[src/rtl/apb_master_pkg.sv]
// Shared types and default widths for the APB master driver.
// The command struct is sized from the package defaults, so non-default driver widths must not exceed them.
package apb_master_pkg;

    function automatic int slv_width(input int n);
        return (n > 1) ? $clog2(n) : 1;
    endfunction

    localparam int APB_ADDR_W       = 32;
    localparam int APB_DATA_W       = 32;
    localparam int APB_STRB_W       = APB_DATA_W / 8;
    localparam int APB_NO_OF_SLAVES = 1;
    localparam int APB_WAIT_TIMEOUT = 16;
    localparam int APB_SLV_W        = slv_width(APB_NO_OF_SLAVES);

    typedef enum logic [1:0] {
        ST_IDLE   = 2'd0,
        ST_SETUP  = 2'd1,
        ST_ACCESS = 2'd2
    } apb_state_e;

    typedef struct packed {
        logic                  write;
        logic [APB_ADDR_W-1:0] addr;
        logic [APB_DATA_W-1:0] wdata;
        logic [APB_STRB_W-1:0] strb;
        logic [2:0]            prot;
        logic [APB_SLV_W-1:0]  slave;
    } apb_cmd_t;

endpackage

[src/rtl/apb_master_monitor.sv]
// Passive APB observer: reports each completed bus transfer one cycle later,
// with its wait-state count and a wrapping transfer counter.
module apb_master_monitor #(
    parameter int ADDR_WIDTH   = 32,
    parameter int DATA_WIDTH   = 32,
    parameter int NO_OF_SLAVES = 1
) (
    input  logic                    i_clk,
    input  logic                    i_rstn,
    input  logic [NO_OF_SLAVES-1:0] i_psel,
    input  logic                    i_penable,
    input  logic                    i_pwrite,
    input  logic [ADDR_WIDTH-1:0]   i_paddr,
    input  logic [DATA_WIDTH-1:0]   i_pwdata,
    input  logic [DATA_WIDTH-1:0]   i_prdata,
    input  logic                    i_pready,
    input  logic                    i_pslverr,
    output logic                    o_valid,
    output logic                    o_write,
    output logic [ADDR_WIDTH-1:0]   o_addr,
    output logic [DATA_WIDTH-1:0]   o_data,
    output logic                    o_slverr,
    output logic [7:0]              o_waits,
    output logic [15:0]             o_count
);

    logic                  w_access, w_done;
    logic                  r_valid, r_write, r_slverr;
    logic [ADDR_WIDTH-1:0] r_addr;
    logic [DATA_WIDTH-1:0] r_data;
    logic [7:0]            r_waits, r_wait_cnt;
    logic [15:0]           r_count;

    assign w_access = (|i_psel) & i_penable;
    assign w_done   = w_access & i_pready;

    always_ff @(posedge i_clk) begin
        if (!i_rstn) begin
            r_valid    <= 1'b0;
            r_write    <= 1'b0;
            r_slverr   <= 1'b0;
            r_addr     <= '0;
            r_data     <= '0;
            r_waits    <= '0;
            r_count    <= '0;
            r_wait_cnt <= '0;
        end else begin
            r_valid <= w_done;
            if (w_done) begin
                r_write    <= i_pwrite;
                r_addr     <= i_paddr;
                r_data     <= i_pwrite ? i_pwdata : i_prdata;
                r_slverr   <= i_pslverr;
                r_waits    <= r_wait_cnt;
                r_count    <= r_count + 16'd1;
                r_wait_cnt <= '0;
            end else if (w_access) begin
                r_wait_cnt <= (r_wait_cnt == 8'hFF) ? r_wait_cnt : r_wait_cnt + 8'd1;
            end else begin
                // aborted transfers (timeout, reset) leave no stale count behind
                r_wait_cnt <= '0;
            end
        end
    end

    assign o_valid  = r_valid;
    assign o_write  = r_write;
    assign o_addr   = r_addr;
    assign o_data   = r_data;
    assign o_slverr = r_slverr;
    assign o_waits  = r_waits;
    assign o_count  = r_count;

endmodule

[src/rtl/apb_master_driver.sv]
// APB master: turns a valid/ready command stream into APB SETUP/ACCESS transfers with timeout.
// Define APB_MASTER_MONITOR_EN to add the apb_master_monitor and its mon_* ports.
module apb_master_driver
    import apb_master_pkg::*;
#(
    parameter int ADDR_WIDTH   = APB_ADDR_W,
    parameter int DATA_WIDTH   = APB_DATA_W,
    parameter int NO_OF_SLAVES = APB_NO_OF_SLAVES,
    parameter int WAIT_TIMEOUT = APB_WAIT_TIMEOUT
) (
    input  logic                                pclk,
    input  logic                                presetn,
    input  logic                                cmd_valid,
    output logic                                cmd_ready,
    input  logic                                cmd_write,
    input  logic [ADDR_WIDTH-1:0]               cmd_addr,
    input  logic [DATA_WIDTH-1:0]               cmd_wdata,
    input  logic [DATA_WIDTH/8-1:0]             cmd_strb,
    input  logic [2:0]                          cmd_prot,
    input  logic [slv_width(NO_OF_SLAVES)-1:0]  cmd_slave,
    output logic                                rsp_valid,
    output logic [DATA_WIDTH-1:0]               rsp_rdata,
    output logic                                rsp_slverr,
    output logic                                rsp_timeout,
    output logic [NO_OF_SLAVES-1:0]             psel,
    output logic                                penable,
    output logic                                pwrite,
    output logic [ADDR_WIDTH-1:0]               paddr,
    output logic [DATA_WIDTH-1:0]               pwdata,
    output logic [DATA_WIDTH/8-1:0]             pstrb,
    output logic [2:0]                          pprot,
    input  logic                                pready,
    input  logic [DATA_WIDTH-1:0]               prdata,
    input  logic                                pslverr
`ifdef APB_MASTER_MONITOR_EN
    ,
    output logic                                mon_valid,
    output logic                                mon_write,
    output logic [ADDR_WIDTH-1:0]               mon_addr,
    output logic [DATA_WIDTH-1:0]               mon_data,
    output logic                                mon_slverr,
    output logic [7:0]                          mon_waits,
    output logic [15:0]                         mon_count
`endif
);

    localparam int SW    = slv_width(NO_OF_SLAVES);
    localparam int STRBW = DATA_WIDTH / 8;
    localparam int WW    = (WAIT_TIMEOUT > 0) ? $clog2(WAIT_TIMEOUT + 1) : 1;

    apb_state_e       r_state;
    apb_cmd_t         r_cmd, w_cmd_nxt;
    logic             r_ready_en, r_bad_pend;
    logic [WW-1:0]    r_wait;
    logic             r_rsp_valid, r_rsp_slverr, r_rsp_timeout;
    logic [DATA_WIDTH-1:0] r_rsp_rdata;
    logic             w_in_idle, w_in_access, w_done, w_timeout, w_hs, w_bad;

    assign w_in_idle   = (r_state == ST_IDLE);
    assign w_in_access = (r_state == ST_ACCESS);
    assign w_done      = w_in_access & pready;
    assign w_timeout   = (WAIT_TIMEOUT > 0) && w_in_access && !pready
                         && (r_wait == WW'(WAIT_TIMEOUT - 1));
    // an invalid-slave command taken at ACCESS completion owes its response one cycle late; hold off intake meanwhile
    assign cmd_ready   = r_ready_en & ((w_in_idle & ~r_bad_pend) | w_done);
    assign w_hs        = cmd_valid & cmd_ready;
    assign w_bad       = 32'(cmd_slave) >= 32'(NO_OF_SLAVES);

    always_comb begin
        w_cmd_nxt       = '0;
        w_cmd_nxt.write = cmd_write;
        w_cmd_nxt.addr  = APB_ADDR_W'(cmd_addr);
        w_cmd_nxt.wdata = cmd_write ? APB_DATA_W'(cmd_wdata) : '0;
        w_cmd_nxt.strb  = cmd_write ? APB_STRB_W'(cmd_strb) : '0;
        w_cmd_nxt.prot  = cmd_prot;
        w_cmd_nxt.slave = APB_SLV_W'(cmd_slave);
    end

    always_ff @(posedge pclk) begin
        if (!presetn) begin
            r_state       <= ST_IDLE;
            r_cmd         <= '0;
            r_ready_en    <= 1'b0;
            r_bad_pend    <= 1'b0;
            r_wait        <= '0;
            r_rsp_valid   <= 1'b0;
            r_rsp_slverr  <= 1'b0;
            r_rsp_timeout <= 1'b0;
            r_rsp_rdata   <= '0;
        end else begin
            r_ready_en    <= 1'b1;
            r_bad_pend    <= 1'b0;
            r_rsp_valid   <= 1'b0;
            r_rsp_slverr  <= 1'b0;
            r_rsp_timeout <= 1'b0;
            r_rsp_rdata   <= '0;
            case (r_state)
                ST_IDLE: begin
                    if (r_bad_pend) begin
                        r_rsp_valid  <= 1'b1;
                        r_rsp_slverr <= 1'b1;
                    end else if (w_hs) begin
                        r_cmd <= w_cmd_nxt;
                        if (w_bad) begin
                            r_rsp_valid  <= 1'b1;
                            r_rsp_slverr <= 1'b1;
                        end else begin
                            r_state <= ST_SETUP;
                        end
                    end
                end
                ST_SETUP: begin
                    r_state <= ST_ACCESS;
                    r_wait  <= '0;
                end
                ST_ACCESS: begin
                    if (pready) begin
                        r_rsp_valid  <= 1'b1;
                        r_rsp_rdata  <= r_cmd.write ? '0 : prdata;
                        r_rsp_slverr <= pslverr;
                        if (w_hs) begin
                            r_cmd <= w_cmd_nxt;
                            if (w_bad) begin
                                r_bad_pend <= 1'b1;
                                r_state    <= ST_IDLE;
                            end else begin
                                r_state <= ST_SETUP;
                            end
                        end else begin
                            r_state <= ST_IDLE;
                        end
                    end else if (w_timeout) begin
                        r_rsp_valid   <= 1'b1;
                        r_rsp_slverr  <= 1'b1;
                        r_rsp_timeout <= 1'b1;
                        r_state       <= ST_IDLE;
                    end else begin
                        r_wait <= r_wait + WW'(1);
                    end
                end
                default: r_state <= ST_IDLE;
            endcase
        end
    end

    for (genvar g = 0; g < NO_OF_SLAVES; g++) begin : g_psel
        assign psel[g] = !w_in_idle && (r_cmd.slave == APB_SLV_W'(g));
    end

    assign penable     = w_in_access;
    assign pwrite      = r_cmd.write;
    assign paddr       = ADDR_WIDTH'(r_cmd.addr);
    assign pwdata      = DATA_WIDTH'(r_cmd.wdata);
    assign pstrb       = STRBW'(r_cmd.strb);
    assign pprot       = r_cmd.prot;
    assign rsp_valid   = r_rsp_valid;
    assign rsp_rdata   = r_rsp_rdata;
    assign rsp_slverr  = r_rsp_slverr;
    assign rsp_timeout = r_rsp_timeout;

`ifdef APB_MASTER_MONITOR_EN
    apb_master_monitor #(
        .ADDR_WIDTH   (ADDR_WIDTH),
        .DATA_WIDTH   (DATA_WIDTH),
        .NO_OF_SLAVES (NO_OF_SLAVES)
    ) u_mon (
        .i_clk     (pclk),
        .i_rstn    (presetn),
        .i_psel    (psel),
        .i_penable (penable),
        .i_pwrite  (pwrite),
        .i_paddr   (paddr),
        .i_pwdata  (pwdata),
        .i_prdata  (prdata),
        .i_pready  (pready),
        .i_pslverr (pslverr),
        .o_valid   (mon_valid),
        .o_write   (mon_write),
        .o_addr    (mon_addr),
        .o_data    (mon_data),
        .o_slverr  (mon_slverr),
        .o_waits   (mon_waits),
        .o_count   (mon_count)
    );
`endif

endmodule

[config.mk]
export PLATFORM = sky130hd
export DESIGN_NAME = apb_master_driver
export DESIGN_NICKNAME = d
export VERILOG_FILES = /design/src/rtl/apb_master_pkg.sv /design/src/rtl/apb_master_monitor.sv /design/src/rtl/apb_master_driver.sv
export SDC_FILE = /design/constraint.sdc
export NUM_CORES = 1
export LEC_CHECK = 0
export ABC_AREA = 1
export CAP_MARGIN = 20
export CORE_MARGIN = 2
export CORE_UTILIZATION = 30
export CTS_CLUSTER_SIZE = 14
export DETAILED_ROUTE_END_ITERATION = 12
export PLACE_DENSITY_LB_ADDON = 0.15
export SYNTH_ARGS = -nofsm -noshare
export SYNTH_HDL_FRONTEND = slang
export SYNTH_SLANG_ARGS = --single-unit
[constraint.sdc]
create_clock -name pclk -period 2.3 [get_ports pclk]
set_clock_uncertainty 0.15 [all_clocks]
set_input_delay 0.46 -clock pclk [delete_from_list [all_inputs] [get_ports pclk]]
set_output_delay 0.46 -clock pclk [all_outputs]
set_load 0.01 [all_outputs]
# Word level (Yosys, flattened, before mapping)
# Cells that the tools add are included.
# op_classes
addsub	1
n_mux	26
n_div	0
n_reduce_logical	14
mul	0
n_eq_ne	10
shift	0
order_cmp	1
bitwise	10
# ops
operator	count
two-way mux 73 bit	3
case mux 73 bit (2 select lines)	1
two-way mux 32 bit	1
two-way mux 2 bit	6
two-way mux 5 bit	2
!= test 2 bit, second input constant	5
case mux 5 bit (2 select lines)	1
AND reduction 3 bit	3
two-way mux 1 bit	8
case mux 2 bit (3 select lines)	1
adder 5 x 1 -> 5 bit, second input constant	1
== test 5 x 4 -> 1 bit, second input constant	1
NOT 1 bit	5
AND 1 bit	4
two-way mux 4 bit	1
case mux 1 bit (2 select lines)	2
AND reduction 4 bit	1
nonzero test 2 bit	2
OR reduction 4 bit	1
logical AND 1 bit	3
!= test 3 x 2 -> 1 bit, second input constant	1
OR reduction 3 bit	1
== test 2 x 1 -> 1 bit, second input constant	1
== test 2 bit, second input constant	1
5 further kinds	6
# word_totals
latchBits	0
mem_bits_rw	0
memories	0
reg_bits	117
input_bits	110
mem_bits_ro	0

# Depth between registers and ports, before layout
# depth
word_depth	8
depth_mapped	12
depth_no_buf	12

# Worst setup path after synthesis
# OpenSTA, ideal clock, no wires.
# synth_path
path_type	reg-to-reg
start	register r_state[0]
end	register r_cmd, in the netlist paddr[30]
slack_ps	549
n_path_buf	3
arrival_ps	1485
stages_incl_launch_ff	10
path_cell_list	dfxtp_1 > inv_1 > ha_1 > buf_4 > o211ai_1 > nor2_4 > buf_8 > buf_6 > o21ai_0 > nor2_1
# synth_between
elab_chain_cells	8
word_cells_on_any_way	15
# synth_rtl
element	line_no	source
from (decl)	apb_master_driver.sv:51	apb_state_e r_state;
from (signal assigned)	apb_master_driver.sv:81	r_state <= ST_IDLE;
from (signal assigned)	apb_master_driver.sv:108	r_state <= ST_SETUP;
from (signal assigned)	apb_master_driver.sv:113	r_state <= ST_ACCESS;
== test 2 bit or logical NOT 2 bit (tied branches)	apb_master_driver.sv:60, apb_master_driver.sv:97, apb_master_driver.sv:59	
AND 1 bit, on equally long branches	apb_master_driver.sv:61, apb_master_driver.sv:65	
bitwise OR 1 bit	apb_master_driver.sv:65	assign cmd_ready = r_ready_en & ((w_in_idle & ~r_bad_pend) | w_done);
AND 1 bit	apb_master_driver.sv:65	
AND 1 bit	apb_master_driver.sv:66	assign w_hs = cmd_valid & cmd_ready;
two-way mux 73 bit	--	
two-way mux 73 bit, on equally long branches	--	
case mux 73 bit (2 select lines)	apb_master_driver.sv:97	case (r_state)
to (signal assigned)	apb_master_driver.sv:103	r_cmd <= w_cmd_nxt;
to (signal assigned)	apb_master_driver.sv:122	r_cmd <= w_cmd_nxt;
to (decl)	apb_master_driver.sv:52	apb_cmd_t r_cmd, w_cmd_nxt;
# Parallel ways exist; a longest one is shown, timed or not. The select of a mux whose other input is x is not followed.
# A chain may end at the register's enable or synchronous reset.

# Worst setup path after layout
# layout_path
start	register r_state[0]
end	output penable
# layout_between
elab_chain_cells	1
# layout_rtl
element	line_no	source
== test 2 bit	apb_master_driver.sv:60	assign w_in_access = (r_state == ST_ACCESS);
to (decl)	apb_master_driver.sv:26	output logic penable,
# Every way passes these cells.

==> metrics.md <==
| Metric | Value |
|---|---|
| Run status | finished clean |
| CP Data Required Time | 1.69 ns |
| Seq/Total Area, Yosys | 49.3% |
| FF+latch area | 0.00234 mm² |
| H-tree depth | 4 |
| Largest net degree at the start of global routing | 42 |
| Filler Cells Inserted | 1,527 |
| Crit path DAT | around 1.6 ns |
| I/O Pins | 220 |
| Hold WS | 0.312 ns |
| Worst Tran Pin Value | about 0.46 ns |
| Clock buffer count from CTS | 17 |
| CP max stage cell | dfxtp_1 |
| Setup violations, final | 0 |
| TritonRoute pass-1 iters | 4 |
| Setup_tns | 0 ns |
| PwrDens | 991 mW/mm² |
| Antenna diode instance count | 0 |
| Synth Area per Inst | approximately 8.1 µm² |
| Clock group share of total power | 38.8% |
| Initial core utilization | a little under a third |
| Multi-input gate area | roughly 0.0015 mm² |
| Fin worst setup slack | 0.131 ns |
| Placement Setup Slack | -0.172 ns |
| Row cnt | 46 |
| Max FO, Critical Path | 4 |
| Mapped Area | around 0.0048 mm² |
| Longest Clk Path Bufs | 2 |
| Crit path largest cell delay | 0.38 ns |
| Gr usage total | 14.9% |
| Final Hold Viols | 0 |
| Initial antenna violation count | 0 |
| Die area | roughly 0.017 mm² |
| RSZ-0062 raised after global routing | no |
| Crit end category | primary output |
| Post-synth cell types | 27 |
| Slew headroom | 69.5% |
| Hpwl dp | 8580 µm |
| Worst path cell trace | inv_1, ha_1, buf_4, dlygate4sd2_1 |
| YS warnings | 0 |
| Vias in the first global route | 3,992 |
| Synth-to-Final Area Change | 52.9% |
| Worst-path clk slew | 0.05 ns |
| Count of input and output buffers | about 220 |
| F_max | 461 MHz |
| Sw Share | 29.2% |
| Postcts setup bufs | 0 |
| Worst-Skew Late Latency | 0.40 ns |
| R2r setup slk | 0.26 ns |
| Synth Net Count | 702 |
| Final nets | roughly 850 |
| Sequential power share | 33.7% |
| Initial drt markers | 182 |
| Yosys reg bits | around 120 |
| Setup CP Type | reg2out |
| Peak supply drop | 0.466 mV |
| Synth Instances | roughly 590 |
| Final period util | a little over nine tenths |
| RD Place Congestion | 0.740 |
| Detailed Route WL | 12,400 µm |
| Die height | 130 µm |
| Pleak | 2.93 nW |
| Power consumption | 7.20 mW |
| CTS tree | built |
| Remaining DRCs | 0 |
| Via density | 4.19 |
| Slew Viols, Final | 0 |
| Final min period | 2.17 ns |
| Combinational share of power | about 28% |
| Share of layout cells above drive strength 1 | 8.54% |
| WL/cell | approximately 13 µm |
| Placeable core area | approximately 0.016 mm² |
| Die W | roughly 130 µm |
| Clk sinks | 117 |
| CTS root buf | clkbuf_16 |
| Max Cap Violations | 0 |
| P_sw | around 2.1 mW |
| Int Pwr | 5.10 mW |
| Hold crit path type | reg2reg |
| Via count | 4,048 |
| First-pass GRT wire length | 19,600 µm |
| CP Launch Type | register |
| Overflow after GRT | 0 |
| Post-route ant nets | 0 |
[power groups by stage]
| stage | Sequential [mW] | Clock (mW) | Combinational (mW) |
|---|---|---|---|
| CTS | 2.43 | 2.87 | 2.02 |
| detailed placement | 2.47 | 0 | 2.03 |
| global placement | 2.45 | 0 | 2.01 |
| floorplan | 2.45 | 0 | 1.31 |
| global route | 2.46 | 2.99 | 2.20 |
| finish | 2.42 | 2.79 | 1.98 |
[per-layer routing]
layer  global-route usage, %  share of wire [%]  vias to the layer above  routed length [µm]
li1                        -                  -                     2067                   -
met1                    17.3                 44                     1821                5440
met2                    24.4                 46                      141                5750
met3                    6.15                8.0                       19                 988
met4                    6.14                1.9                        0                 232
met5                       0                  0                        -                   0
[worst paths after layout]
kind | start | endpoint | cells past startpoint
worst min register to register | pwdata[20]$_SDFFE_PN0P_ | pwdata[20]$_SDFFE_PN0P_ | 2
worst max-delay path | r_state[0]$_SDFFE_PN0P_ | penable | 4
worst min-delay path | pwdata[20]$_SDFFE_PN0P_ | pwdata[20]$_SDFFE_PN0P_ | 2
worst max register to register | r_state[0]$_SDFFE_PN0P_ | pprot[2]$_SDFFE_PN0P_ | 10
[area by class of cell]
cell class                      count  share of cell area [%]
Timing Repair Buffer              233                    32.3
Sequential cell                   117                    32.2
Multi-Input combinational cell    312                    20.3
Clock buffer                       19                    6.10
Tap cell                          216                    3.72
Inverter                           55                    2.84
Clock inverter                     13                    2.48
[layout by cell type, fill, tap and decap left out, types with 2 or more instances in the layout]
cell type          n
ha_1               6
dfxtp_1          117
nand2_1           57
nand2_2            3
buf_12             5
clkbuf_16         17
nor2_1           113
clkbuf_2           2
o21ai_0           29
bufinv_16          4
clkdlybuf4s50_1  216
clkinv_2           4
nand3_1           30
buf_4              9
nand3_2            8
inv_1             53
clkinvlp_4         3
a21oi_1           43
o21ai_1           10
nor3_1             5
inv_2              2
[cells by family (layout without fill, tap and decap cells)]
kind of cell,Yosys count,after routing,synth area share (%)
flip-flops,117,117,49.3
AO/OA/AOI/OAI,86,86,9.30
buffers and inverters,157,320,19.8
AND/OR/NAND/NOR,220,220,20.1
adder cells (fa/ha/maj),6,6,1.58
[flip-flops by register name, indices dropped and copies added (netlist names)]
register     cells
rsp_rdata       32
r_cmd            1
r_ready_en       1
pstrb            4
rsp_timeout      1
rsp_valid        1
r_state          2
paddr           32
rsp_slverr       1
pprot            3
r_bad_pend       1
pwrite           1
r_wait           5
pwdata          32
[repair_timing]
item                                    4_1_cts  5_1_grt
endpoints found under the setup margin        3        2
hold buffers                                  0        0
gates resized for setup                       4        5
[synth_stat cells]
cell | count | share of area [%]
inv_2 | 2 | 0.16
ha_1 | 6 | 1.6
nor2_4 | 1 | 0.24
o21ai_1 | 10 | 1.1
a21boi_0 | 1 | 0.16
inv_1 | 53 | 4.2
buf_12 | 1 | 0.42
nor4_1 | 1 | 0.13
clkbuf_1 | 12 | 0.95
a21oi_1 | 43 | 4.5
buf_8 | 1 | 0.32
buf_2 | 11 | 1.2
nand4_1 | 1 | 0.13
nand3_4 | 1 | 0.37
nor3_1 | 5 | 0.53
nor2_1 | 113 | 8.9
o21ai_0 | 29 | 3.1
a211oi_1 | 1 | 0.16
nand3_2 | 8 | 1.7
o211ai_1 | 1 | 0.16
nand2_1 | 57 | 4.5
buf_4 | 72 | 11
a21oi_2 | 1 | 0.18
nand3_1 | 30 | 3.2
buf_6 | 5 | 1.2
nand2_2 | 3 | 0.40
dfxtp_1 | 117 | 49
[metrics by stage]
stage	utilization (%)	instances	area, µm²
after floorplan	-	586	4750
after global placement	42.5	933	6650
after detailed placement	42.5	933	6650
after CTS	46.4	965	7270
after global routing	46.4	965	7260
final	46.4	965	7260
[worst max-delay path, delay by kind of cell, from the launching register on]
kind	cells	cell delay, ns
buffers and inverters	3	0.54
flip-flops	1	0.38
adder cells (fa/ha/maj)	1	0.24
(Power assumes the default switching activity.)
